### config.mk
export PLATFORM = sky130hd
export DESIGN_NAME = dynamic_branch_predictor
export DESIGN_NICKNAME = d
export VERILOG_FILES = /design/src/rtl/branch_pkg.sv /design/src/rtl/bp_table.sv /design/src/rtl/dynamic_branch_predictor.sv
export SDC_FILE = /design/constraint.sdc
export NUM_CORES = 2
export LEC_CHECK = 0
export CAP_MARGIN = 20
export CORE_MARGIN = 2
export CORE_UTILIZATION = 51
export CTS_CLUSTER_SIZE = 16
export DETAILED_ROUTE_END_ITERATION = 12
export HOLD_SLACK_MARGIN = 0.15
export PLACE_DENSITY_LB_ADDON = 0.05
export RECOVER_POWER = 25
export SYNTH_ARGS = -nofsm -noshare
export SYNTH_HDL_FRONTEND = slang
export SYNTH_SLANG_ARGS = --single-unit
### constraint.sdc
create_clock -name clk -period 7.15 [get_ports clk]
set_input_delay 0.715 -clock clk [delete_from_list [all_inputs] [get_ports clk]]
set_output_delay 0.715 -clock clk [all_outputs]
set_load 0.02 [all_outputs]
### src/rtl/branch_pkg.sv
// Shared encodings for the dynamic branch predictor: opcodes, PC mux selects,
// counter reference points and the table sequencing states.
package branch_pkg;

    localparam logic [4:0] OP_BRANCH = 5'b11000;
    localparam logic [4:0] OP_JAL    = 5'b11011;
    localparam logic [4:0] OP_JALR   = 5'b11001;

    localparam logic [2:0] PCMUX_PC4      = 3'd0;
    localparam logic [2:0] PCMUX_JAL      = 3'd3;
    localparam logic [2:0] PCMUX_JALR     = 3'd4;
    localparam logic [2:0] PCMUX_BR_TAKEN = 3'd5;
    localparam logic [2:0] PCMUX_PRED     = 3'd6;
    localparam logic [2:0] PCMUX_BR_NOT   = 3'd7;

    localparam logic [0:0] ST_INIT = 1'b0;
    localparam logic [0:0] ST_RUN  = 1'b1;

    function automatic int cnt_weak_nt(input int bits);
        return (1 << (bits - 1)) - 1;
    endfunction

    function automatic int cnt_weak_t(input int bits);
        return 1 << (bits - 1);
    endfunction

    function automatic int cnt_strong_t(input int bits);
        return (1 << bits) - 1;
    endfunction

endpackage

### src/rtl/bp_table.sv
// Predictor storage: counter/valid/tag/target per index, swept clear after reset,
// two combinational read ports (fetch and execute) and one synchronous write port.
//
// state   | meaning
// --------+-----------------------------------------------------------
// ST_INIT | clearing one entry per cycle, lookups and writes disabled
// ST_RUN  | table live, ready=1
module bp_table
    import branch_pkg::*;
#(
    parameter int XLEN       = 32,
    parameter int INDEX_BITS = 6,
    parameter int CNT_BITS   = 2,
    parameter int TAG_BITS   = 8
) (
    input  logic                  clk,
    input  logic                  rst_n,
    output logic                  ready,
    input  logic [INDEX_BITS-1:0] rd_idx_f,
    output logic [CNT_BITS-1:0]   rd_cnt_f,
    output logic                  rd_valid_f,
    output logic [TAG_BITS-1:0]   rd_tag_f,
    output logic [XLEN-1:0]       rd_target_f,
    input  logic [INDEX_BITS-1:0] rd_idx_e,
    output logic [CNT_BITS-1:0]   rd_cnt_e,
    output logic                  rd_valid_e,
    output logic [TAG_BITS-1:0]   rd_tag_e,
    input  logic                  wr_en,
    input  logic                  wr_btb,
    input  logic [INDEX_BITS-1:0] wr_idx,
    input  logic [CNT_BITS-1:0]   wr_cnt,
    input  logic [TAG_BITS-1:0]   wr_tag,
    input  logic [XLEN-1:0]       wr_target
);

    localparam int ENTRIES = 1 << INDEX_BITS;
    localparam logic [CNT_BITS-1:0] CNT_INIT = CNT_BITS'(cnt_weak_nt(CNT_BITS));

    logic [CNT_BITS-1:0]   cnt_q    [ENTRIES];
    logic                  valid_q  [ENTRIES];
    logic [TAG_BITS-1:0]   tag_q    [ENTRIES];
    logic [XLEN-1:0]       target_q [ENTRIES];
    logic [0:0]            state;
    logic [INDEX_BITS-1:0] init_idx;

    assign ready = (state == ST_RUN);

    assign rd_cnt_f    = cnt_q[rd_idx_f];
    assign rd_valid_f  = valid_q[rd_idx_f];
    assign rd_tag_f    = tag_q[rd_idx_f];
    assign rd_target_f = target_q[rd_idx_f];
    assign rd_cnt_e    = cnt_q[rd_idx_e];
    assign rd_valid_e  = valid_q[rd_idx_e];
    assign rd_tag_e    = tag_q[rd_idx_e];

    // Tag and target are cleared too so compares never see uninitialised data.
    always_ff @(posedge clk) begin
        if (!rst_n) begin
            state    <= ST_INIT;
            init_idx <= '0;
        end else if (state == ST_INIT) begin
            cnt_q[init_idx]    <= CNT_INIT;
            valid_q[init_idx]  <= 1'b0;
            tag_q[init_idx]    <= '0;
            target_q[init_idx] <= '0;
            init_idx           <= init_idx + 1'b1;
            if (init_idx == '1)
                state <= ST_RUN;
        end else if (wr_en) begin
            cnt_q[wr_idx] <= wr_cnt;
            if (wr_btb) begin
                valid_q[wr_idx]  <= 1'b1;
                tag_q[wr_idx]    <= wr_tag;
                target_q[wr_idx] <= wr_target;
            end
        end
    end

endmodule

### src/rtl/dynamic_branch_predictor.sv
// Fetch-stage branch prediction with execute-stage resolution: PC mux priority,
// table training and saturating branch/mispredict statistics.
module dynamic_branch_predictor
    import branch_pkg::*;
#(
    parameter int XLEN       = 32,
    parameter int INDEX_BITS = 6,
    parameter int CNT_BITS   = 2,
    parameter int TAG_BITS   = 8,
    parameter int STAT_BITS  = 32
) (
    input  logic                 clk,
    input  logic                 rst_n,
    input  logic [XLEN-1:0]      pcF,
    input  logic [XLEN-1:0]      instF,
    input  logic                 killF,
    input  logic [XLEN-1:0]      instD,
    input  logic                 killD,
    input  logic                 pcmux_sel_F,
    input  logic [XLEN-1:0]      pcE,
    input  logic [XLEN-1:0]      instE,
    input  logic                 killE,
    input  logic                 takenE,
    input  logic [XLEN-1:0]      targetE,
    input  logic                 predtakenE,
    output logic                 predict_taken,
    output logic [XLEN-1:0]      predict_target,
    output logic [2:0]           pcmux_sel_out,
    output logic                 predict_fail,
    output logic                 ready,
    output logic [STAT_BITS-1:0] stat_branches,
    output logic [STAT_BITS-1:0] stat_mispredicts
);

    localparam int TAG_LO = INDEX_BITS + 2;
    localparam int TAG_HI = INDEX_BITS + TAG_BITS + 1;
    localparam logic [CNT_BITS-1:0] CNT_WEAK_NT = CNT_BITS'(cnt_weak_nt(CNT_BITS));
    localparam logic [CNT_BITS-1:0] CNT_WEAK_T  = CNT_BITS'(cnt_weak_t(CNT_BITS));
    localparam logic [CNT_BITS-1:0] CNT_MAX     = CNT_BITS'(cnt_strong_t(CNT_BITS));

    logic [INDEX_BITS-1:0] idx_f, idx_e;
    logic [TAG_BITS-1:0]   tag_f, tag_e;
    logic [CNT_BITS-1:0]   rd_cnt_f, rd_cnt_e, cnt_next;
    logic                  rd_valid_f, rd_valid_e;
    logic [TAG_BITS-1:0]   rd_tag_f, rd_tag_e;
    logic [XLEN-1:0]       rd_target_f;
    logic                  is_b_f, is_jal_f, is_jalr_f, is_jalr_d, is_b_e;
    logic                  hit_f, hit_e, resolve_e;
    logic                  unused_ok;

    assign idx_f = pcF[INDEX_BITS+1:2];
    assign tag_f = pcF[TAG_HI:TAG_LO];
    assign idx_e = pcE[INDEX_BITS+1:2];
    assign tag_e = pcE[TAG_HI:TAG_LO];

    assign is_b_f    = (instF[6:2] == OP_BRANCH);
    assign is_jal_f  = (instF[6:2] == OP_JAL);
    assign is_jalr_f = (instF[6:2] == OP_JALR);
    assign is_jalr_d = (instD[6:2] == OP_JALR);
    assign is_b_e    = (instE[6:2] == OP_BRANCH);

    assign unused_ok = ^{instF[XLEN-1:7], instF[1:0], instD[XLEN-1:7], instD[1:0],
                         instE[XLEN-1:7], instE[1:0], pcF[XLEN-1:TAG_HI+1], pcF[1:0],
                         pcE[XLEN-1:TAG_HI+1], pcE[1:0]};

    bp_table #(
        .XLEN       (XLEN),
        .INDEX_BITS (INDEX_BITS),
        .CNT_BITS   (CNT_BITS),
        .TAG_BITS   (TAG_BITS)
    ) u_table (
        .clk         (clk),
        .rst_n       (rst_n),
        .ready       (ready),
        .rd_idx_f    (idx_f),
        .rd_cnt_f    (rd_cnt_f),
        .rd_valid_f  (rd_valid_f),
        .rd_tag_f    (rd_tag_f),
        .rd_target_f (rd_target_f),
        .rd_idx_e    (idx_e),
        .rd_cnt_e    (rd_cnt_e),
        .rd_valid_e  (rd_valid_e),
        .rd_tag_e    (rd_tag_e),
        .wr_en       (resolve_e),
        .wr_btb      (resolve_e & takenE),
        .wr_idx      (idx_e),
        .wr_cnt      (cnt_next),
        .wr_tag      (tag_e),
        .wr_target   (targetE)
    );

    assign hit_f          = rd_valid_f & (rd_tag_f == tag_f);
    assign predict_taken  = ready & hit_f & rd_cnt_f[CNT_BITS-1] & is_b_f & !killF;
    assign predict_target = ready ? rd_target_f : '0;

    assign resolve_e    = ready & !killE & is_b_e;
    assign predict_fail = resolve_e & (takenE != predtakenE);

    always_comb begin
        pcmux_sel_out = PCMUX_PC4;
        if (!ready) begin
            if (is_b_f)
                pcmux_sel_out = PCMUX_PC4;
            else if (is_jal_f)
                pcmux_sel_out = PCMUX_JAL;
            else
                pcmux_sel_out = {2'b00, pcmux_sel_F};
        end else if (predict_fail) begin
            pcmux_sel_out = takenE ? PCMUX_BR_TAKEN : PCMUX_BR_NOT;
        end else if (!killD && is_jalr_d) begin
            pcmux_sel_out = PCMUX_JALR;
        end else if (!killF) begin
            if (is_b_f)
                pcmux_sel_out = predict_taken ? PCMUX_PRED : PCMUX_PC4;
            else if (is_jal_f)
                pcmux_sel_out = PCMUX_JAL;
            else if (is_jalr_f)
                pcmux_sel_out = PCMUX_PC4;
            else
                pcmux_sel_out = {2'b00, pcmux_sel_F};
        end
    end

    // An entry owned by another branch restarts from the weak state rather than stepping.
    assign hit_e = rd_valid_e & (rd_tag_e == tag_e);

    always_comb begin
        cnt_next = rd_cnt_e;
        if (!hit_e)
            cnt_next = takenE ? CNT_WEAK_T : CNT_WEAK_NT;
        else if (takenE)
            cnt_next = (rd_cnt_e == CNT_MAX) ? rd_cnt_e : rd_cnt_e + 1'b1;
        else
            cnt_next = (rd_cnt_e == '0) ? rd_cnt_e : rd_cnt_e - 1'b1;
    end

    always_ff @(posedge clk) begin
        if (!rst_n) begin
            stat_branches    <= '0;
            stat_mispredicts <= '0;
        end else begin
            if (resolve_e && stat_branches != '1)
                stat_branches <= stat_branches + 1'b1;
            if (predict_fail && stat_mispredicts != '1)
                stat_mispredicts <= stat_mispredicts + 1'b1;
        end
    end

endmodule

==> impl_metrics.py <==
metrics = {
    "clocking": {
        "ctsLongestPathBuffers": 4,
        "cts_max_level": 5,
        "cts_tree": "built",
        "path_clk_slew_ps": 60,
        "postCtsResizedCells": 0,
        "cts_buffers": 310,
        "clock_latency_ps": 930,
        "cts_root_buf": "clkbuf_16",
        "cts.hold.buffers_added": 0,
        "clock-sinks": 2823,
        "post-cts-setup-buffer-count": 0,
    },
    "global_route": {
        "grt_first_pass_wirelength_um": 459200,
        "grtUsageTotal_pct": 28.78,
        "overflow": 0,
        "grt_pass1_vias": 58670,
        "grt_start_max_net_pins": 122,
        "antenna_found_initial": 5,
    },
    "final_layout": {
        "mostFrequentLayoutCell": "edfxtp_1",
        "num-nets-final": 5916,
        "final_cells": 8919,
        "n_fill_cell": 16410,
        "area_growth_pct": 14.18,
        "drive_gt1_share_pct": 28.47,
        "final_core_util_pct": 58.38,
        "layout_common_cells": "edfxtp_1, mux4_2, clkbuf_16",
    },
    "floorplan": {
        "pin_count": 302,
        "die_w_um": 478.1,
        "rows": 174,
        "dieArea_um2": 228600,
        "die_y_um": 478.1,
        "coreArea_um2": 224200,
        "start_util_pct": 51.13,
    },
    "setup_path": {
        "cp_common_cell": "buf_4",
        "rr_startpoint": "u_table.ready",
        "worstPathArrival_ps": 6060,
        "cp-end-kind": "output port",
        "max_stage_delay_ps": 1740,
        "cp_data_required_time_ps": 6430,
        "path_max_fanout": 24,
        "timing.critical_path.from": "u_table.ready",
        "cp-start-kind": "register",
        "cp_slowest_cell": "clkbuf_1",
        "crit_chain": "clkbuf_1, inv_1, or4_1, a311oi_1, buf_4, nand2_1, nor4_2, buf_4, o32a_1, clkdlybuf4s50_1",
        "path_class": "register to output port",
    },
    "yosys": {
        "synth.avg_cell_area_um2": 21.75,
        "synth_edf_count": 2752,
        "syn_nets": 5473,
        "ys_seq_area_share_pct": 73.32,
        "yosys.area.top_type": "edfxtp_1",
        "syn_area_um2": 114600,
        "syn_inst": 5270,
        "yosys_warnings": 0,
        "synth_area_leaders": "edfxtp_1, mux4_2, dfxtp_1, mux2i_1, and2_1",
        "synth.top_cell.area_share_pct": 72.08,
        "synth.ff_latch_count": 2823,
        "synth_ff_type": "edfxtp_1",
        "synth.distinct_cells": 75,
        "async_reset_ff_share_pct": 0,
    },
    "pwr": {
        "seq_power_share_pct": 52.6,
        "power_switching_mw": 7.032,
        "peakVddDrop_uv": 248.5,
        "p_per_area_nw_per_um2": 260.7,
        "leakagePower_nw": 41.49,
        "p_sw_share_pct": 20.61,
        "finalPower_mw": 34.13,
        "clkPwrFrac_pct": 43.9,
        "p_comb_share_pct": 3.5,
        "p_int_mw": 27.10,
    },
    "sta": {
        "fin_setup_tns_ps": 0,
        "final_max_slew_viol_count": 457,
        "period_share_pct": 94.73,
        "tightest_slew_ps": 2845,
        "fmax_ghz": 0.1476,
        "period_minus_slack_ps": 6773,
        "maxSlewHeadroom_pct": -89.64,
        "hold_viol_final": 0,
        "finalClockSkew_ps": 53.52,
        "setup_viol": 0,
        "rsz0062_at_grt": "no",
    },
    "place": {
        "gp_congestion": 0.8291,
        "portBuffers": 184,
        "dp_cells": 8381,
        "hpwl_um": 180100,
    },
    "drt": {
        "first_pass_iters": 6,
        "drt-wirelength-per-cell_um": 36.80,
        "vias_per_cell": 6.640,
        "drc_errors": 0,
        "ant_nets": 0,
        "vias": 59220,
        "routed_wl_um": 328200,
        "initialDrtViolationCount": 7994,
    },
    "hold_path": {
        "min-delay-start": "stat_mispredicts[27]",
        "hold_path_class": "register to register",
    },
    "outcome": {
        "violations": "max-capacitance violations, max-slew violations",
        "status": "finished with violations",
    },
    "flow_run": {
        "cap_viol_max_count": 19,
    },
}
-- area by class of cell --
type	count	area (µm²)	share of cell area, %
sequential	2823	84060	64.21
multi-input combinational	2130	29440	22.49
clock buffer	375	8087	6.177
timing repair buffer	435	4312	3.294
tap	2992	3744	2.860
clock inverter	149	1211	0.9252
inverter	13	50.05	0.03823
antenna	2	5.005	0.003823
-- routing by layer --
layer,global-route usage (%),vias to the layer above,share of wire (%)
met3,4.211,554,8.0
met5,0,-,0
met1,43.08,32460,42
met2,44.62,2904,47
li1,-,23310,-
met4,8.401,0,3.2
-- logic make-up after synthesis --
kind of cell / share of synthesized area, %
fa+ha+maj: 0.03274
mux: 19.87
xor+xnor: 0.6264
flops: 73.32
compound gates: 1.817
buf+inv: 1.407
simple gates: 2.927
-- per-stage QoR --
| stage | hold slack, ps | setup slack (ps) | instance area, µm² |
|---|---|---|---|
| 2_1_floorplan | 564.6 | 1689 | 114600 |
| 3_5_place_dp | 503.2 | 598.7 | 121700 |
| 6_report | 512.3 | 376.7 | 130900 |
| 3_3_place_gp | 482.8 | 517.3 | 121700 |
| 5_1_grt | 542.1 | 287.9 | 130900 |
| 4_1_cts | 508.1 | 603.6 | 131000 |
-- sequential cells by signal, summed over array words and instances, names as in the netlist --
register / count
u_table.ready: 1
stat_mispredicts: 32
u_table.tag_q: 512
stat_branches: 32
u_table.cnt_q: 128
u_table.target_q: 2048
u_table.init_idx: 6
u_table.valid_q: 64
-- power by group through the flow --
stage	sequential [mW]	clock, mW	combinational, mW
after CTS	17.9	15.2	1.20
after floorplan	18.3	0	0.785
after global routing	17.9	15.8	1.25
final	17.9	15.0	1.19
after global placement	18.3	0	1.20
after detailed placement	18.3	0	1.20
-- cell usage after synthesis, types with 6 or more instances --
master / instances
edfxtp_1: 2752
mux4_2: 946
nor2_1: 162
mux2i_1: 135
nand2_1: 133
and2_1: 130
clkbuf_1: 117
buf_2: 102
dfxtp_1: 71
nand3_1: 58
xnor2_1: 58
a211oi_1: 50
a22oi_1: 44
nor2b_1: 44
buf_1: 38
a21oi_1: 37
o21ai_0: 33
o22ai_1: 25
xor2_1: 24
buf_4: 23
nand4_1: 20
nor3_1: 20
buf_6: 17
a31oi_1: 16
o211ai_1: 16
a221oi_1: 15
and3_1: 15
inv_1: 12
or3_1: 12
mux2_2: 11
nand2b_1: 11
nand3b_1: 11
o31ai_1: 9
and4_1: 8
o21ai_1: 8
or2_2: 8
a21boi_0: 7
a22o_1: 6
-- worst paths after layout --
kind	endpoint	slack [ps]	cells past startpoint
min	stat_mispredicts[27]	510	2
max reg2reg	u_table.target_q[22][15]	490	9
max	pcmux_sel_out[1]	380	10
min reg2reg	stat_mispredicts[27]	510	2
-- worst max-delay path: cells and delay by family, from the launching register on --
kind	cells	cell delay [ps]
buffers and inverters	5	2990
AOI/OAI and AO/OA	2	460
and+or+nand+nor	3	1400
DFF	1	320
Power figures use the tool's default switching activity.
